--- src/rtl/can_bit_timing.sv ---
// CAN bit-timing engine: tq prescaler, SYNC/SEG1/SEG2 sequencing, hard sync and SJW resync.
// Optional CAN_TRIPLE_SAMPLE_EN: majority vote over the last three SEG1 tq instead of a single sample.
module can_bit_timing #(
  parameter int unsigned BRP_W     = 8,
  parameter int unsigned TSEG1_W   = 4,
  parameter int unsigned TSEG2_W   = 3,
  parameter int unsigned SJW_W     = 2,
  parameter int unsigned IDLE_BITS = 11
) (
  input  logic               rstn,
  input  logic               clk,
  input  logic               can_rx,
  output logic               can_tx,
  input  logic [BRP_W-1:0]   cfg_brp,
  input  logic [TSEG1_W-1:0] cfg_tseg1,
  input  logic [TSEG2_W-1:0] cfg_tseg2,
  input  logic [SJW_W-1:0]   cfg_sjw,
  output logic               req,
  output logic               rbit,
  input  logic               tbit,
  output logic               bus_idle,
  output logic [7:0]         resync_cnt
);

  typedef enum logic [1:0] {ST_IDLE, ST_SYNC, ST_SEG1, ST_SEG2} state_e;

  state_e             state_q, state_d;
  logic               sync1_q, sync2_q, rx_q, rx_prev_q;
  logic [BRP_W-1:0]   brp_q, psc_q, psc_d;
  logic [TSEG1_W-1:0] tseg1_q;
  logic [TSEG2_W-1:0] tseg2_q;
  logic [SJW_W-1:0]   sjw_q;
  logic [4:0]         tq_cnt_q, tq_cnt_d, seg1_len_q, seg1_len_d, seg2_len_q, seg2_len_d;
  logic               skip_q, skip_d, used_q, used_d, idle_q, idle_d;
  logic               rbit_q, rbit_d, tx_q, tx_d;
  logic [3:0]         idle_cnt_q, idle_cnt_d;
  logic [7:0]         rcnt_q, rcnt_d;

  logic       fall, tq_tick, hard_sync, resync_ok, early_short, skip_eff;
  logic       seg1_last, seg2_last, sample, sample_val;
  logic [4:0] tseg1_len, tseg2_len, sjw_len, sjw_eff, lengthen, rem;
  logic [4:0] seg1_len_eff, seg2_len_eff;

  always_ff @(posedge clk or negedge rstn) begin
    if (!rstn) begin
      sync1_q   <= 1'b1;
      sync2_q   <= 1'b1;
      rx_q      <= 1'b1;
      rx_prev_q <= 1'b1;
      brp_q     <= '0;
      tseg1_q   <= '0;
      tseg2_q   <= '0;
      sjw_q     <= '0;
    end else begin
      sync1_q   <= can_rx;
      sync2_q   <= sync1_q;
      rx_q      <= sync2_q;
      rx_prev_q <= rx_q;
      if (idle_q) begin
        brp_q   <= cfg_brp;
        tseg1_q <= cfg_tseg1;
        tseg2_q <= cfg_tseg2;
        sjw_q   <= cfg_sjw;
      end
    end
  end

  always_comb begin
    fall      = rx_prev_q & ~rx_q;
    tq_tick   = (psc_q == brp_q);
    hard_sync = fall & ((state_q == ST_IDLE) | idle_q);
    tseg1_len = 5'(tseg1_q) + 5'd1;
    tseg2_len = 5'(tseg2_q) + 5'd1;
    sjw_len   = 5'(sjw_q) + 5'd1;
    sjw_eff   = (sjw_len < tseg2_len) ? sjw_len : tseg2_len;
    resync_ok = fall & ~idle_q & tbit & ~used_q & ~hard_sync &
                ((state_q == ST_SEG1) | (state_q == ST_SEG2));
    lengthen  = ((tq_cnt_q + 5'd1) < sjw_eff) ? (tq_cnt_q + 5'd1) : sjw_eff;
    rem       = seg2_len_q - tq_cnt_q;
    // Segment lengths are adjusted in the edge clk itself so an edge on the final tick is honoured.
    seg1_len_eff = (resync_ok && state_q == ST_SEG1) ? seg1_len_q + lengthen : seg1_len_q;
    early_short  = resync_ok && (state_q == ST_SEG2) && (rem <= sjw_eff);
    seg2_len_eff = seg2_len_q;
    if (resync_ok && state_q == ST_SEG2)
      seg2_len_eff = early_short ? tq_cnt_q + 5'd1 : seg2_len_q - sjw_eff;
    skip_eff  = skip_q | early_short;
    seg1_last = (state_q == ST_SEG1) && tq_tick && (tq_cnt_q == seg1_len_eff - 5'd1);
    seg2_last = (state_q == ST_SEG2) && tq_tick && (tq_cnt_q == seg2_len_eff - 5'd1);
    sample    = seg1_last & ~hard_sync;
  end

  always_comb begin
    state_d    = state_q;
    psc_d      = tq_tick ? '0 : psc_q + BRP_W'(1);
    tq_cnt_d   = tq_cnt_q;
    seg1_len_d = seg1_len_q;
    seg2_len_d = seg2_len_q;
    skip_d     = skip_q;
    used_d     = used_q;
    idle_d     = idle_q;
    rbit_d     = rbit_q;
    tx_d       = tx_q;
    idle_cnt_d = idle_cnt_q;
    rcnt_d     = rcnt_q;
    if (hard_sync) begin
      psc_d      = '0;
      state_d    = ST_SEG1;
      tq_cnt_d   = '0;
      seg1_len_d = tseg1_len;
      used_d     = 1'b0;
      skip_d     = 1'b0;
      idle_d     = 1'b0;
      idle_cnt_d = '0;
    end else begin
      if (resync_ok) begin
        used_d     = 1'b1;
        rcnt_d     = (rcnt_q == 8'hFF) ? rcnt_q : rcnt_q + 8'd1;
        seg1_len_d = seg1_len_eff;
        seg2_len_d = seg2_len_eff;
        skip_d     = skip_eff;
      end
      case (state_q)
        ST_SYNC: if (tq_tick) begin
          state_d    = ST_SEG1;
          tq_cnt_d   = '0;
          seg1_len_d = tseg1_len;
        end
        ST_SEG1: if (tq_tick) begin
          if (seg1_last) begin
            state_d    = ST_SEG2;
            tq_cnt_d   = '0;
            seg2_len_d = tseg2_len;
            skip_d     = 1'b0;
            used_d     = 1'b0;
            rbit_d     = sample_val;
            idle_cnt_d = rx_q ? ((idle_cnt_q == 4'hF) ? idle_cnt_q : idle_cnt_q + 4'd1) : '0;
          end else begin
            tq_cnt_d = tq_cnt_q + 5'd1;
          end
        end
        ST_SEG2: if (tq_tick) begin
          if (seg2_last) begin
            tx_d     = tbit;
            tq_cnt_d = '0;
            skip_d   = 1'b0;
            // An early edge within SJW turns the current tq into the next bit's SYNC.
            if (idle_cnt_q >= 4'(IDLE_BITS)) begin
              state_d = ST_IDLE;
              idle_d  = 1'b1;
            end else if (skip_eff) begin
              state_d    = ST_SEG1;
              seg1_len_d = tseg1_len;
            end else begin
              state_d = ST_SYNC;
            end
          end else begin
            tq_cnt_d = tq_cnt_q + 5'd1;
          end
        end
        default: ;
      endcase
    end
  end

  always_ff @(posedge clk or negedge rstn) begin
    if (!rstn) begin
      state_q    <= ST_IDLE;
      psc_q      <= '0;
      tq_cnt_q   <= '0;
      seg1_len_q <= '0;
      seg2_len_q <= '0;
      skip_q     <= 1'b0;
      used_q     <= 1'b0;
      idle_q     <= 1'b1;
      rbit_q     <= 1'b1;
      tx_q       <= 1'b1;
      idle_cnt_q <= '0;
      rcnt_q     <= '0;
    end else begin
      state_q    <= state_d;
      psc_q      <= psc_d;
      tq_cnt_q   <= tq_cnt_d;
      seg1_len_q <= seg1_len_d;
      seg2_len_q <= seg2_len_d;
      skip_q     <= skip_d;
      used_q     <= used_d;
      idle_q     <= idle_d;
      rbit_q     <= rbit_d;
      tx_q       <= tx_d;
      idle_cnt_q <= idle_cnt_d;
      rcnt_q     <= rcnt_d;
    end
  end

`ifdef CAN_TRIPLE_SAMPLE_EN
  logic [1:0] cap_q, cap_d, capv_q, capv_d;
  logic       vote_a, vote_b, capture, seg1_entry;

  // Captures missing because SEG1 is shorter than 3 tq fall back to the sample-clk value.
  always_comb begin
    vote_a     = capv_q[1] ? cap_q[1] : rx_q;
    vote_b     = capv_q[0] ? cap_q[0] : rx_q;
    sample_val = (vote_a & vote_b) | (vote_a & rx_q) | (vote_b & rx_q);
  end

  always_comb begin
    seg1_entry = (state_d == ST_SEG1) && (state_q != ST_SEG1);
    capture    = (state_q == ST_SEG1) && tq_tick && !seg1_last &&
                 ((tq_cnt_q + 5'd3) >= seg1_len_eff);
    cap_d      = cap_q;
    capv_d     = capv_q;
    if (seg1_entry) begin
      capv_d = '0;
    end else if (capture) begin
      cap_d  = {cap_q[0], rx_q};
      capv_d = {capv_q[0], 1'b1};
    end
  end

  always_ff @(posedge clk or negedge rstn) begin
    if (!rstn) begin
      cap_q  <= '1;
      capv_q <= '0;
    end else begin
      cap_q  <= cap_d;
      capv_q <= capv_d;
    end
  end
`else
  always_comb sample_val = rx_q;
`endif

  assign can_tx     = tx_q;
  assign req        = sample;
  assign rbit       = sample ? sample_val : rbit_q;
  assign bus_idle   = idle_q;
  assign resync_cnt = rcnt_q;

endmodule

--- config.mk ---
export PLATFORM = sky130hd
export DESIGN_NAME = can_bit_timing
export DESIGN_NICKNAME = d
export VERILOG_FILES = /design/src/rtl/can_bit_timing.sv
export SDC_FILE = /design/constraint.sdc
export NUM_CORES = 1
export LEC_CHECK = 0
export ABC_AREA = 1
export CAP_MARGIN = 10
export CORE_ASPECT_RATIO = 0.75
export CORE_UTILIZATION = 37
export DETAILED_ROUTE_END_ITERATION = 12
export GPL_ROUTABILITY_DRIVEN = 0
export SKIP_LAST_GASP = 1
export SYNTH_ARGS = -nofsm -noshare
export SYNTH_HDL_FRONTEND = slang
export SYNTH_SLANG_ARGS = --single-unit
--- constraint.sdc ---
create_clock -name clk -period 6.1 [get_ports clk]
set_clock_uncertainty 0.05 [all_clocks]
set_input_delay 0.61 -clock clk [delete_from_list [all_inputs] [get_ports clk]]
set_output_delay 0.61 -clock clk [all_outputs]
set_load 0.01 [all_outputs]
==> impl_results.md <==
* Status: finished clean
* Ant. Diodes at 0
* Core area at 11900 µm²
* Final hold viol count at 0
* Clock Sinks at 63
* DR pass1 iterations at 5
* CP startpoint kind: flip-flop
* Global Route Usage Sum at 19.5%
* R2R depth at 30
* Clock transition at path regs at 0.06 ns
* Highest clock rate at 0.173 GHz
* Top-area cell type share of the netlist area at 30.3%
* Layout area overhead at 20.4%
* Minimum hold slack at 0.291 ns
* Starting density of the core at 39.0%
* Drt via density at 5.10
* Fraction of layout cells with a size suffix above 1 at 14.6%
* Slew HR at 46.2%
* Horiz. Die Dim at 131 µm
* Met3 wire len at 724 µm
* Crit path buffers/inverters at 4
* Avg Inst Size Synth at 7.54 µm²
* Critical path class: reg2out
* Worst Setup End Kind: output port
* CTS tree: yes
* Critical path fanouts, max at 7
* Final Max Slew Viols at 0
* Leakage at 2.70 nW
* Skew-Pair Late Insertion Delay at 0.34 ns
* Cell Count, Final, Fillers Out at 827
* CP max stage delay at 0.45 ns
* Cell taking the most area after synthesis: dfrtp_1
* Worst slew pin tran at 0.807 ns
* First-pass GRT wire length at 20.1 mm
* Final Critical Period at 5.78 ns
* DRT met1 WL at 5.52 mm
* Max Cap Viol at 0
* Final Power at 3.52 mW
* Hold Path End: rx_q
* Filler cells at 1147
* Vias in the first global route at 4195
* Cell variety after synth at 48
* Worst r2r src: tseg2_q[1]
* WL per Instance at 14.0 µm
* # rows at 34
* P per Cell Area at 631 nW/µm²
* Setup violators final at 0
* Initial drt markers at 259
* Hold Startpoint: sync2_q
* Synthesized area at 4630 µm²
* IO Pins at 33
* Port bufs at 32
* Worst slack, placed at 0.137 ns
* R2r setup slk at 1.11 ns
* Initial antenna violation count at 0
* Worst path required time at 5.44 ns
* Worst hold path type: reg2reg
* DP HPWL at 8.67 mm
* Detail Route Antenna Nets at 0
* Largest net degree at the start of global routing at 64
* TritonCTS Buffers at 9
* VDD IR max at 298 µV
* PnR worst setup slack at 0.318 ns
* YS warnings at 0
* Kind of cell adding the most delay to the critical path: adder cells
* Clk root buf: clkbuf_16
* Mapped Cells at 614
* Synth top area cells: dfrtp_1, nand2_1, ha_1, inv_1, nand3_1
* Worst hold stages at 0
* Die area at 13000 µm²
* Residual DRC at 0
* Clock Tree Buf Depth at 2
* Chip height at 98.9 µm
* Routed via count at 4218
* Slowest CP cell: fa_1
* Met2 wire len at 5.16 mm
* CP arrival at 5.12 ns
* Final period util at 94.8%
* Routed WL at 11.5 mm
* Sequential element share of the synthesized area at 34.2%
* Worst r2r dst: idle_cnt_q[1]
* Uppermost routed layer: met4
* Synth Register Bits at 63
* H-tree Lvls at 3
* Total grt overflow at 0
* Post-Place Cells at 804
* Layout Nets at 713
[cells in the final DEF, fill, tap and decap left out, types with 13 or more instances in the layout]
master,count
o21ai_0,28
inv_2,13
nand3_1,46
nand4_1,14
nor2_1,46
a21oi_1,25
clkdlybuf4s50_1,29
nand2_1,158
dfrtp_1,56
inv_1,66
o21ai_1,13
xor2_1,23
ha_1,26
[cell type report]
class,count,area (µm²),area share (%)
Tap cell,162,203,3.64
Inverter,81,304,5.45
Clock inverter,3,90.1,1.62
Clock buffer,12,256,4.60
Multi-Input combinational cell,463,2740,49.2
Sequential cell,63,1590,28.4
Timing Repair Buffer,43,395,7.09
[cell usage after synthesis, drive strengths merged]
library cell and count:
o31ai 1, a221oi 1, o221ai 2, o211ai 4, nor3 4, xor2 24, o21a 1, a31oi 1
or2 4, dfstp 7, buf 3, nor2 58, a21oi 26, nor3b 1, o21bai 1, and3 2
nand3 52, clkbuf 6, a211oi 2, clkinv 2, nand3b 4, o21ai 44, ha 28, nand4 16
inv 79, conb 1, fa 3, xnor2 5, nand2 173, and2 1, dfrtp 56, o22ai 2
[how the worst max path moves through the flow]
stage / from / endpoint / slack (ns) / cells past startpoint
after floorplan: tseg2_q[0] / rbit / 1.08 / 27
after global placement: tseg2_q[0] / rbit / 0.37 / 28
after detailed placement: tseg2_q[0] / rbit / 0.14 / 28
after CTS: tseg2_q[1] / rbit / -0.01 / 29
after global routing: tseg2_q[1] / rbit / -0.07 / 29
final: tseg2_q[1] / rbit / 0.32 / 29
[timing repair]
action                     CTS  global route
buffers inserted             5             4
pin swaps                    3             8
setup endpoints to repair    2             2
hold buffers                 0             0
resized for setup            6            11
[kinds of logic (layout without fill, tap and decap cells)]
family	count (synthesis)	in the layout	synth area share (%)
xor+xnor	29	29	5.65
simple gates	315	315	33.0
flops	63	63	34.2
buf+inv	90	139	7.35
other cells	1	3	0.0810
fa+ha+maj	31	31	8.87
compound gates	85	85	10.8
[flip-flops by register name, indices dropped and copies added, names as in the netlist, 4 cells and up]
register    flops
idle_cnt_q      4
tseg1_q         4
resync_cnt      8
psc_q           8
seg2_len_q      5
tq_cnt_q        5
seg1_len_q      5
brp_q           8
[report_power, final]
group	total (mW)	leakage, nW	internal, mW	switching, mW
combinational	2.17	1.74	0.862	1.31
sequential	0.737	0.789	0.570	0.167
clock	0.605	0.169	0.419	0.186
[per-stage QoR]
stage          setup TNS (ns)  utilization, %  cell area, µm²
4_1_cts               -0.0100            46.6            5540
3_5_place_dp                0            43.3            5140
3_3_place_gp                0            43.3            5140
5_1_grt               -0.0837            47.0            5570
6_report                    0            47.0            5570
2_1_floorplan               0               -            4640
[per-layer routing]
| layer | GRT usage [%] | up-vias |
|---|---|---|
| met4 | 5.61 | 0 |
| li1 | - | 2090 |
| met3 | 4.48 | 15 |
| met2 | 31.2 | 119 |
| met1 | 26.2 | 1994 |
| met5 | 0 | - |
(Power assumes the default switching activity.)
